$ cat src/rtl/instr_sequencer_pkg.sv
// Shared types and opcode constants for the instruction sequencer and its external decoder.
// Opcodes are stored 5 bits wide and zero-extended for comparison against the decoder output.
package instr_sequencer_pkg;

    localparam int PC_W_DEF = 10;
    localparam int OPW_DEF  = 5;
    localparam int IR_W     = 9;
    localparam int OPC_CMPW = 8;

    typedef enum logic [2:0] {
        ST_IDLE,
        ST_FETCH,
        ST_DECODE,
        ST_EXEC,
        ST_MEM,
        ST_WB,
        ST_HALT
    } state_t;

    typedef enum logic [2:0] {
        CLS_ALU,
        CLS_LD,
        CLS_ST,
        CLS_BR,
        CLS_MODE,
        CLS_HALT
    } instr_cls_t;

    localparam logic [4:0] OP_HALT     = 5'h1F;
    localparam logic [4:0] OP_MODE     = 5'h1E;
    localparam logic [4:0] OP_LD       = 5'h1C;
    localparam logic [4:0] OP_ST       = 5'h1D;
    localparam logic [4:0] OP_BR       = 5'h18;
    localparam logic [4:0] OP_MODE_IMM = 5'h07;

    // Reg-immediate mode has no memory, branch or halt instructions; only the mode toggle.
    function automatic instr_cls_t classify(input logic [OPC_CMPW-1:0] op, input logic imm_mode);
        instr_cls_t cls;
        cls = CLS_ALU;
        if (imm_mode) begin
            if (op == OPC_CMPW'(OP_MODE_IMM)) cls = CLS_MODE;
        end else begin
            case (op)
                OPC_CMPW'(OP_HALT): cls = CLS_HALT;
                OPC_CMPW'(OP_MODE): cls = CLS_MODE;
                OPC_CMPW'(OP_LD):   cls = CLS_LD;
                OPC_CMPW'(OP_ST):   cls = CLS_ST;
                OPC_CMPW'(OP_BR):   cls = CLS_BR;
                default:            cls = CLS_ALU;
            endcase
        end
        return cls;
    endfunction

endpackage

$ cat src/rtl/instr_sequencer.sv
// Multi-cycle instruction sequencer: fetch/decode/execute/memory/writeback control
// for a small 9-bit-instruction core, with branch and mode handling.
//
// state  | meaning
// IDLE   | waiting for Start; PC and mode cleared on departure
// FETCH  | latch ROM word into ir
// DECODE | decoder settling cycle
// EXEC   | ALU enabled; instruction class and branch result captured
// MEM    | data memory request held until mem_ack
// WB     | register write, PC advance or branch, mode toggle
// HALT   | Done asserted until Start drops
module instr_sequencer
    import instr_sequencer_pkg::*;
#(
    parameter int PC_W = PC_W_DEF,
    parameter int OPW  = OPW_DEF
) (
    input  logic            Clk,
    input  logic            Reset,
    input  logic            Start,
    input  logic [IR_W-1:0] mach_code,
    input  logic [OPW-1:0]  opcode,
    input  logic            br_flag,
    input  logic [PC_W-1:0] br_target,
    input  logic            mem_ack,
    output logic [PC_W-1:0] prog_ctr,
    output logic [IR_W-1:0] ir,
    output logic            mode,
    output logic            alu_en,
    output logic            mem_req,
    output logic            mem_we,
    output logic            reg_we,
    output logic            Done
);

    state_t          state;
    state_t          state_nxt;
    instr_cls_t      cls_exec;
    instr_cls_t      cls_q;
    logic            br_flag_q;
    logic [PC_W-1:0] br_target_q;
    logic [PC_W-1:0] pc_nxt;

    assign cls_exec = classify(OPC_CMPW'(opcode), mode);

    always_ff @(posedge Clk or posedge Reset) begin
        if (Reset) state <= ST_IDLE;
        else       state <= state_nxt;
    end

    always_comb begin
        state_nxt = state;
        case (state)
            ST_IDLE:   if (Start) state_nxt = ST_FETCH;
            ST_FETCH:  state_nxt = ST_DECODE;
            ST_DECODE: state_nxt = ST_EXEC;
            ST_EXEC: begin
                case (cls_exec)
                    CLS_HALT:       state_nxt = ST_HALT;
                    CLS_LD, CLS_ST: state_nxt = ST_MEM;
                    default:        state_nxt = ST_WB;
                endcase
            end
            ST_MEM:    if (mem_ack) state_nxt = ST_WB;
            ST_WB:     state_nxt = ST_FETCH;
            ST_HALT:   if (!Start) state_nxt = ST_IDLE;
            default:   state_nxt = ST_IDLE;
        endcase
    end

    // Strobes decode only registered state, so they cannot glitch on input changes.
    assign alu_en  = (state == ST_EXEC);
    assign mem_req = (state == ST_MEM);
    assign mem_we  = (state == ST_MEM) && (cls_q == CLS_ST);
    assign reg_we  = (state == ST_WB) && ((cls_q == CLS_ALU) || (cls_q == CLS_LD));
    assign Done    = (state == ST_HALT);

    assign pc_nxt = ((cls_q == CLS_BR) && br_flag_q) ? br_target_q : prog_ctr + PC_W'(1);

    always_ff @(posedge Clk or posedge Reset) begin
        if (Reset) begin
            prog_ctr    <= '0;
            ir          <= '0;
            mode        <= 1'b0;
            cls_q       <= CLS_ALU;
            br_flag_q   <= 1'b0;
            br_target_q <= '0;
        end else begin
            case (state)
                ST_IDLE: begin
                    if (Start) begin
                        prog_ctr <= '0;
                        mode     <= 1'b0;
                    end
                end
                ST_FETCH: ir <= mach_code;
                // Branch inputs are only valid during EXEC, so hold them for WB.
                ST_EXEC: begin
                    cls_q       <= cls_exec;
                    br_flag_q   <= br_flag;
                    br_target_q <= br_target;
                end
                ST_WB: begin
                    prog_ctr <= pc_nxt;
                    if (cls_q == CLS_MODE) mode <= ~mode;
                end
                default: ;
            endcase
        end
    end

endmodule

$ cat config.mk
export PLATFORM = sky130hd
export DESIGN_NAME = instr_sequencer
export DESIGN_NICKNAME = d
export VERILOG_FILES = /design/src/rtl/instr_sequencer_pkg.sv /design/src/rtl/instr_sequencer.sv
export SDC_FILE = /design/constraint.sdc
export NUM_CORES = 1
export LEC_CHECK = 0
export ABC_AREA = 1
export CORE_ASPECT_RATIO = 0.75
export CORE_MARGIN = 2
export CORE_UTILIZATION = 48
export DETAILED_ROUTE_END_ITERATION = 8
export PLACE_DENSITY = 0.91
export REMOVE_ABC_BUFFERS = 1
export SLEW_MARGIN = 20
export SYNTH_ARGS = -nofsm -noshare
export SYNTH_HDL_FRONTEND = slang
export SYNTH_SLANG_ARGS = --single-unit
$ cat constraint.sdc
create_clock -name Clk -period 1.9 [get_ports Clk]
set_input_delay 0.38 -clock Clk [delete_from_list [all_inputs] [get_ports Clk]]
set_output_delay 0.38 -clock Clk [all_outputs]
set_load 0.03 [all_outputs]
### Word-level counts from Yosys, hierarchy flattened

Index checks and enable logic that the tools add are counted.

| word-level totals | value |
|---|---|
| latch bits | 0 |
| logic and storage cells | 57 |
| memory bits (read-only) | 0 |
| memories | 0 |
| output and inout bits | 25 |
| register bits after elaboration | 37 |
| RAM bits | 0 |
| bits of input ports | 29 |

| operators by class | value |
|---|---|
| div/mod/pow operators | 0 |
| shift-type cells | 0 |
| magnitude comparators | 0 |
| reduce and logical (&&, ||, !) cells | 11 |
| multiplexer cells | 14 |
| $mul | 0 |
| $add $sub $neg | 1 |
| equal/unequal tests | 23 |
| bitwise operators | 1 |

Operator list:

| operator | count |
|---|---|
| $eq 5x5->1 const B | 5 |
| $pmux 3 s7 | 1 |
| $mux 10 | 2 |
| $pmux 10 s2 | 1 |
| $eq 3x2->1 const B | 5 |
| $eq 3x3->1 const B | 5 |
| $mux 3 | 5 |
| $pmux 3 s5 | 1 |
| $add 10x1->10 const B | 1 |
| $eq 3x1->1 const B | 3 |
| $logic_not 3->1 | 2 |
| $ne 2x2->1 const B | 3 |
| $reduce_and 3->1 | 2 |
| $eq 5x3->1 const B | 1 |
| $pmux 2 s2 | 1 |
| $logic_and 1x1->1 | 3 |
| $mux 1 | 2 |
| $ne 2x1->1 const B | 1 |
| $pmux 1 s2 | 1 |
| $reduce_and 2->1 | 1 |
| $reduce_bool 2->1 | 1 |
| $reduce_or 2->1 | 1 |
| $logic_or 1x1->1 | 1 |
| $not 1->1 | 1 |

### Depth between registers and ports, before layout

Gate-level depths: netlist (run 1).

| depth | value |
|---|---|
| depth after elaboration | 7 |
| gate-level depth with buffers | 8 |
| depth with buffers taken out | 8 |

### Worst setup path before layout (run 1)

Ideal clock, no wire load.

| timing path | value |
|---|---|
| path type | register -> output |
| start | register state[0] |
| end | output port mem_we |
| arrival | 1637 ps |
| stages on the path, launching flop included | 4 |
| path buffers | 0 |
| path slack | -117 ps |
| cell sequence | dfrtp_1 -> nor2_1 -> nand2_1 -> nor4_1 |

| between the ends | value |
|---|---|
| longest elaborated chain between the ends | 2 |

Ends and longest elaborated chain:

| what | line | RTL |
|---|---|---|
| start: declaration | instr_sequencer.sv:36 | `state_t state;` |
| start signal: assignment | instr_sequencer.sv:48 | `else state <= state_nxt;` |
| $eq 3x3->1 | instr_sequencer.sv:74 | `assign mem_we = (state == ST_MEM) && (cls_q == CLS_ST);` |
| $logic_and 1x1->1 | instr_sequencer.sv:74 |  |
| end: declaration | instr_sequencer.sv:31 | `output logic mem_we,` |

Every way passes these cells.

### Final worst setup path (run 1)

Ends and elaborated chain as after synthesis.

==> impl_results.md, run 1 <==
* Unrepaired setup endpoints after global routing: no
* Netlist area before placement at 1960 µm²
* Total global routing overflow at 0
* Highest-delay cell along the critical path: sky130_fd_sc_hd__dfrtp_2
* Number of buffers on the longest clock path at 2
* Count of buffers inserted at the top-level ports at 53
* Final nets at 351
* Most common cell after layout, fill and taps aside: sky130_fd_sc_hd__nand2_1
* Antenna violations before repair at 0
* Fraction of the mapped netlist area in compound gates at 8.74%
* Cell leakage power at 1.37 nW
* Register bit total from synthesis at 37
* Cells traversed along the worst timing path: nor2_2 -> nand2_1 -> buf_4 -> nor4_2 -> buf_4
* Reported net switching power at 1.91 mW
* Largest net degree at the start of global routing at 38
* Adder-cell share of the synthesized area at 0.638%
* Data arrival time at the worst-slack endpoint at 1450 ps
* Total I/O pin count at 54
* Maximum clock rate at 545 MHz
* Number of inserted diodes at 0
* Row cnt at 20
* Cell Count Post-Placement at 369
* Starting density of the core at 49.3%
* Register area share after synthesis at 47.2%
* Largest family of logic cells by synthesized area: simple AND/OR/NAND/NOR gates
* H-tree levels at 2
* Number of antenna-violating nets in the routed design at 0
* DP HPWL at 3.43 mm
* Synthesized-area fraction occupied by and/or/nand/nor cells at 33.1%
* Wire length of the first global-routing pass at 7.63 mm
* Path type of the worst min-delay path: reg -> reg
* Area share of xor/xnor cells in the synthesized design at 1.79%
* Number of hold violations in the final report at 0
* Portion of netlist area occupied by mux cells at 0%
* Critical Path Fanout Max at 5
* Fraction of layout instances using a drive strength above 1 at 10.6%
* Area Overhead vs Synth at 36.2%
* Mean instance size in the synthesized netlist at 7.60 µm²
* Final worst-path cycle share at 96.5%
* Number of cells produced by synthesis at 258
* Via count of the first global-routing pass at 1741
* Clock latency on the worst-skew pair at 290 ps
* Area of the placeable core at 3980 µm²
* Die area at 4620 µm²
* Post-Layout Cell Count at 376
* Total iterations of the first detailed-routing run at 4
* Clock sinks at 37
* Final routed wire length divided by cell count at 11.9 µm
* Clock network power share at 13.0%
* Proportion of power drawn by combinational gates at 51.5%
* Total chip power at 4.22 mW
* Hold Buf Count CTS at 0
* TritonCTS clock tree: yes
* Post-route DRC violation count at 0
* Maximum clock skew at final layout at 4.92 ps
* Via density per instance at 5.10
* Power density over the cells at 1580 nW/µm²
* Total CTS buffers at 5
* Worst slew slack as a fraction of its limit at 69.6%
* Finish-stage setup viols at 0
* Max stage delay on crit path at 450 ps
* Count of warnings emitted by yosys at 0
* Sort of element at the end of the critical path: primary output
* Finished Core Util at 67.1%
* Required time worst endpoint at 1520 ps
* Number of max-cap violations at 0
* Status: finished clean
* Startpoint types: register
* Int Pwr at 2.31 mW
* Total number of vias at 1917
* Final weighted congestion of routability-driven global placement at 0.939
* Final count of pins violating max slew at 0
* CTS root buffer: sky130_fd_sc_hd__clkbuf_8
* Switching portion of total power at 45.2%
* Routed Wire Length at 4.49 mm
* Worst-Margin Slew at 456 ps
* Floorplan die height at 59.4 µm
* Commonest non-fill, non-tap cells in the layout: sky130_fd_sc_hd__nand2_1, sky130_fd_sc_hd__clkdlybuf4s50_1, sky130_fd_sc_hd__dfrtp_1
* Category of the critical setup timing path: reg -> out
* Most Frequent Cell on Critical Path: sky130_fd_sc_hd__buf_4
* Clock period minus final worst setup slack at 1830 ps
* Sum Neg Setup Slack at 0 ps
* Initial detailed-routing violation count at 184
* Largest vdd supply drop at 0.888 mV
* Die Width at 77.8 µm
* Register clock-pin slew on the reported worst setup and hold paths at 70 ps
* Overall routing resource usage at 21.5%
* Distinct cells, synth at 30
* Sequential cell fraction of total power at 35.5%
==> state kept, by name, summed over array words and instances (netlist names) <==
signal / flops
mode: 1
prog_ctr: 10
state: 3
br_flag_q: 1
ir: 9
cls_q: 3
br_target_q: 10
==> Yosys cell counts <==
cell type	instances	area [µm²]
sky130_fd_sc_hd__a21oi_1	3	15.0
sky130_fd_sc_hd__nand4_1	5	31.3
sky130_fd_sc_hd__inv_2	3	11.3
sky130_fd_sc_hd__dfrtp_1	37	926
sky130_fd_sc_hd__nor3_1	3	15.0
sky130_fd_sc_hd__o21ai_1	1	5.00
sky130_fd_sc_hd__xor2_1	3	26.3
sky130_fd_sc_hd__buf_2	2	10.0
sky130_fd_sc_hd__nand3_1	19	95.1
sky130_fd_sc_hd__xnor2_1	1	8.76
sky130_fd_sc_hd__o22ai_1	2	12.5
sky130_fd_sc_hd__ha_1	1	12.5
sky130_fd_sc_hd__nor3_4	1	16.3
sky130_fd_sc_hd__o211ai_1	1	7.51
sky130_fd_sc_hd__nor2_1	13	48.8
sky130_fd_sc_hd__o211ai_2	1	12.5
sky130_fd_sc_hd__o21ai_0	17	85.1
sky130_fd_sc_hd__buf_6	2	22.5
sky130_fd_sc_hd__nor2_2	1	6.26
sky130_fd_sc_hd__nor3_2	2	20.0
sky130_fd_sc_hd__o21bai_1	1	7.51
sky130_fd_sc_hd__inv_1	29	109
sky130_fd_sc_hd__o21ai_2	2	17.5
sky130_fd_sc_hd__nor4_1	1	6.26
sky130_fd_sc_hd__nand2_1	101	379
sky130_fd_sc_hd__nand3_4	1	17.5
sky130_fd_sc_hd__nand2_2	1	6.26
sky130_fd_sc_hd__o221ai_1	1	8.76
sky130_fd_sc_hd__or2_2	1	6.26
sky130_fd_sc_hd__buf_4	2	15.0
==> worst max-delay path, delay by kind of cell (launching register included) <==
| kind | cells | cell delay, ps |
|---|---|---|
| flip-flops | 1 | 450 |
| AND/OR/NAND/NOR | 3 | 360 |
| buffers and inverters | 2 | 360 |
==> worst paths after layout <==
path / from / end / slack (ps) / cells past startpoint
worst max-delay path: state[0] / mem_we / 70 / 5
worst min-delay path: br_target_q[8] / br_target_q[8] / 470 / 2
worst max register to register: prog_ctr[0] / prog_ctr[8] / 370 / 8
worst min register to register: br_target_q[8] / br_target_q[8] / 470 / 2
max in group asynchronous: Reset / state[0] / 1060 / 3
min in group asynchronous: Reset / ir[4] / 490 / 3
==> layer usage <==
metal	routed length (µm)	GRT usage, %	part of all wire (%)	vias to the layer above
li1	-	-	-	942
met1	2010	26.5	45	898
met2	2130	36.5	47	70
met3	299	5.34	6.7	7
met4	53	9.44	1.2	0
met5	0	0	0	-
==> area by class of cell <==
| type | count | area, µm² |
|---|---|---|
| clock buffer | 7 | 86.3 |
| inverter | 32 | 120 |
| multi-input combinational | 183 | 876 |
| fill | 335 | 1310 |
| tap | 55 | 68.8 |
| timing repair buffer | 62 | 593 |
| sequential | 37 | 927 |
==> through the flow <==
step	hold slack [ps]	instance area (µm²)	setup WS [ps]
6_report	472	2670	65.7
5_1_grt	484	2670	8.22
4_1_cts	476	2660	12.9
3_5_place_dp	458	2570	147
3_3_place_gp	451	2570	163
2_1_floorplan	437	1910	-117
==> what timing repair did <==
| action | 4_1_cts | 5_1_grt |
|---|---|---|
| endpoints found under the hold margin | 0 | 0 |
| gates resized for setup | 3 | 4 |
| setup endpoints to repair | 3 | 3 |
| buffers inserted | 0 | 0 |
==> power by group through the flow <==
stage / Sequential, mW / Combinational, mW / Clock, mW
after global placement: 1.48 / 2.13 / 0
after CTS: 1.49 / 2.19 / 0.562
after global routing: 1.56 / 2.39 / 0.590
final: 1.50 / 2.17 / 0.547
after floorplan: 1.85 / 0.949 / 0
after detailed placement: 1.49 / 2.19 / 0
==> logic make-up after synthesis <==
kind of cell	after synthesis
and+or+nand+nor	149
buffers and inverters	38
DFF	37
AOI/OAI and AO/OA	29
xor gates and xnor gates	4
adders and majority gates	1
Note: power is estimated with default switching activity, not from simulation.
==> run 2: changes to the inputs <==
--- a/config.mk
+++ b/config.mk
@@ -10,6 +10,7 @@
 export CORE_MARGIN = 2
 export CORE_UTILIZATION = 48
 export DETAILED_ROUTE_END_ITERATION = 8
+export MAX_ROUTING_LAYER = met4
 export PLACE_DENSITY = 0.91
 export REMOVE_ABC_BUFFERS = 1
 export SLEW_MARGIN = 20
==> impl_results.md, run 2 (synthesis gave the netlist of run 1 again) <==
* Status: finished clean (unchanged)
* Final nets at 351 (unchanged)
* Sort of element at the end of the critical path: primary output (unchanged)
* Antenna violations before repair at 0 (unchanged)
* Proportion of power drawn by combinational gates at 51.6% (was 51.5%)
* Commonest non-fill, non-tap cells in the layout: sky130_fd_sc_hd__nand2_1, sky130_fd_sc_hd__clkdlybuf4s50_1, sky130_fd_sc_hd__dfrtp_1 (unchanged)
* Maximum clock skew at final layout at 5.51 ps (was 4.92 ps)
* Number of buffers on the longest clock path at 2 (unchanged)
* Final worst-path cycle share at 96.1% (was 96.5%)
* DP Area at 2570 µm² (unchanged)
* Sequential cell fraction of total power at 35.5% (about the same)
* Critical Path Fanout Max at 5 (unchanged)
* Buffer count from post-CTS setup fixing at 0 (unchanged)
* Category of the critical setup timing path: reg -> out (unchanged)
* Maximum clock rate at 548 MHz (was 545 MHz)
* Cell Count Post-Placement at 369 (unchanged)
* Via density per instance at 5.11 (was 5.10)
* Unrepaired setup endpoints after global routing: no (unchanged)
* Wire length of the first global-routing pass at 7.62 mm (was 7.63 mm)
* Number of antenna-violating nets in the routed design at 0 (unchanged)
* Reported net switching power at 1.91 mW (about the same)
* TritonCTS clock tree: yes (unchanged)
* Die Width at 77.8 µm (unchanged)
* Startpoint types: register (unchanged)
* CTS root buffer: sky130_fd_sc_hd__clkbuf_8 (unchanged)
* Final routed wire length divided by cell count at 12.0 µm (was 11.9 µm)
* Finish-stage setup viols at 0 (unchanged)
* Total CTS buffers at 5 (unchanged)
* Area Overhead vs Synth at 36.2% (unchanged)
* Smallest hold slack at 472 ps (about the same)
* Final count of pins violating max slew at 0 (unchanged)
* Number of max-cap violations at 0 (unchanged)
* Fraction of layout instances using a drive strength above 1 at 10.6% (unchanged)
* Clock sinks at 37 (unchanged)
* Via count of the first global-routing pass at 1742 (was 1741)
* Required time worst endpoint at 1520 ps (about the same)
* Data arrival time at the worst-slack endpoint at 1450 ps (about the same)
* Area of the placeable core at 3980 µm² (unchanged)
* Total number of vias at 1923 (was 1917)
* Total non-filler cell area in the finished layout at 2670 µm² (unchanged)
* Register clock-pin slew on the reported worst setup and hold paths at 70 ps (about the same)
* Initial detailed-routing violation count at 154 (was 184)
* Cell leakage power at 1.37 nW (unchanged)
* Clock period minus final worst setup slack at 1830 ps (about the same)
* Finished Core Util at 67.1% (unchanged)
* Most common cell after layout, fill and taps aside: sky130_fd_sc_hd__nand2_1 (unchanged)
* Clock latency on the worst-skew pair at 290 ps (about the same)
* Largest registers in the final layout: br_target_q: 10 flops, prog_ctr: 10 flops, ir: 9 flops (unchanged)
* Routed Wire Length at 4.50 mm (was 4.49 mm)
* Overall routing resource usage at 22.2% (was 21.5%)
* DP HPWL at 3.43 mm (unchanged)
* Row cnt at 20 (unchanged)
* Int Pwr at 2.31 mW (about the same)
* Post-route DRC violation count at 0 (unchanged)
* Final weighted congestion of routability-driven global placement at 0.956 (was 0.939)
* Number of inserted diodes at 0 (unchanged)
* Worst slew slack as a fraction of its limit at 69.4% (was 69.6%)
* Worst-Margin Slew at 459 ps (was 456 ps)
* Number of hold violations in the final report at 0 (unchanged)
* Count of buffers inserted at the top-level ports at 53 (unchanged)
* Post-Layout Cell Count at 376 (unchanged)
* Largest vdd supply drop at 0.887 mV (was 0.888 mV)
* Largest net degree at the start of global routing at 38 (unchanged)
* Power density over the cells at 1580 nW/µm² (about the same)
* Die area at 4620 µm² (unchanged)
* Starting density of the core at 49.3% (unchanged)
* Switching portion of total power at 45.2% (about the same)
* Path type of the worst min-delay path: reg -> reg (unchanged)
* Total global routing overflow at 0 (unchanged)
* Total I/O pin count at 54 (unchanged)
* Total iterations of the first detailed-routing run at 4 (unchanged)
* H-tree levels at 2 (unchanged)
* FILL cells at 335 (unchanged)
* Floorplan die height at 59.4 µm (unchanged)
* Clock network power share at 13.0% (about the same)
## run 2: critical path: stages (launching register included)
cell	delay [ps]
sky130_fd_sc_hd__dfrtp_2	450
sky130_fd_sc_hd__nor2_2	110
sky130_fd_sc_hd__nand2_1	70
sky130_fd_sc_hd__buf_4	150
sky130_fd_sc_hd__nor4_2	170
sky130_fd_sc_hd__buf_4	210
## run 2: final cells by class
class	instances	area (µm²)	area share, %
Tap cell	55	68.8	2.58
Clock buffer	7	86.3	3.23
Inverter	32	120	4.50
Timing Repair Buffer	62	593	22.2
Sequential cell	37	927	34.7
Multi-Input combinational cell	183	876	32.8
## run 2: power by group through the flow
stage | clock, mW | sequential (mW) | combinational, mW
after floorplan | 0 | 1.85 | 0.949
after global placement | 0 | 1.48 | 2.13
after detailed placement | 0 | 1.49 | 2.19
after CTS | 0.562 | 1.49 | 2.19
after global routing | 0.593 | 1.56 | 2.39
final | 0.548 | 1.50 | 2.17
## run 2: metrics by stage
step	total power, mW	setup slack [ps]	TNS (ps)
4_1_cts	4.24	12.9	0
3_3_place_gp	3.61	163	0
5_1_grt	4.55	6.09	0
6_report	4.22	74.6	0
3_5_place_dp	3.68	147	0
2_1_floorplan	2.80	-117	-117
## run 2: path summary, 6_finish.rpt
check                               start             end  slack (ps)  depth (start not counted)
max                              state[0]          mem_we          70                          5
min                        br_target_q[8]  br_target_q[8]         470                          2
max reg2reg                   prog_ctr[0]     prog_ctr[8]         370                          8
min reg2reg                br_target_q[8]  br_target_q[8]         470                          2
max in group asynchronous           Reset        state[0]        1060                          3
min in group asynchronous           Reset           ir[4]         490                          3
## run 2: repair_timing
action                     in CTS  in global routing
gates resized for setup         3                  4
setup endpoints to repair       3                  3
cloned                          0                  0
hold buffers                    0                  0
## run 2: metal layers
layer | vias up | wire length (µm) | track usage, %
li1 | 944 | - | -
met1 | 892 | 1980 | 26.7
met2 | 78 | 2110 | 36.6
met3 | 9 | 338 | 5.18
met4 | 0 | 62 | 9.44
met5 | - | 0 | -
==> run 3: changes to the inputs <==
--- a/config.mk
+++ b/config.mk
@@ -13,7 +13,7 @@
 export MAX_ROUTING_LAYER = met4
 export PLACE_DENSITY = 0.91
 export REMOVE_ABC_BUFFERS = 1
-export SLEW_MARGIN = 20
+export SLEW_MARGIN = 10
 export SYNTH_ARGS = -nofsm -noshare
 export SYNTH_HDL_FRONTEND = slang
 export SYNTH_SLANG_ARGS = --single-unit
==> results of run 3 <==
The final DEF is identical to that of run 2; final timing and power are the same.
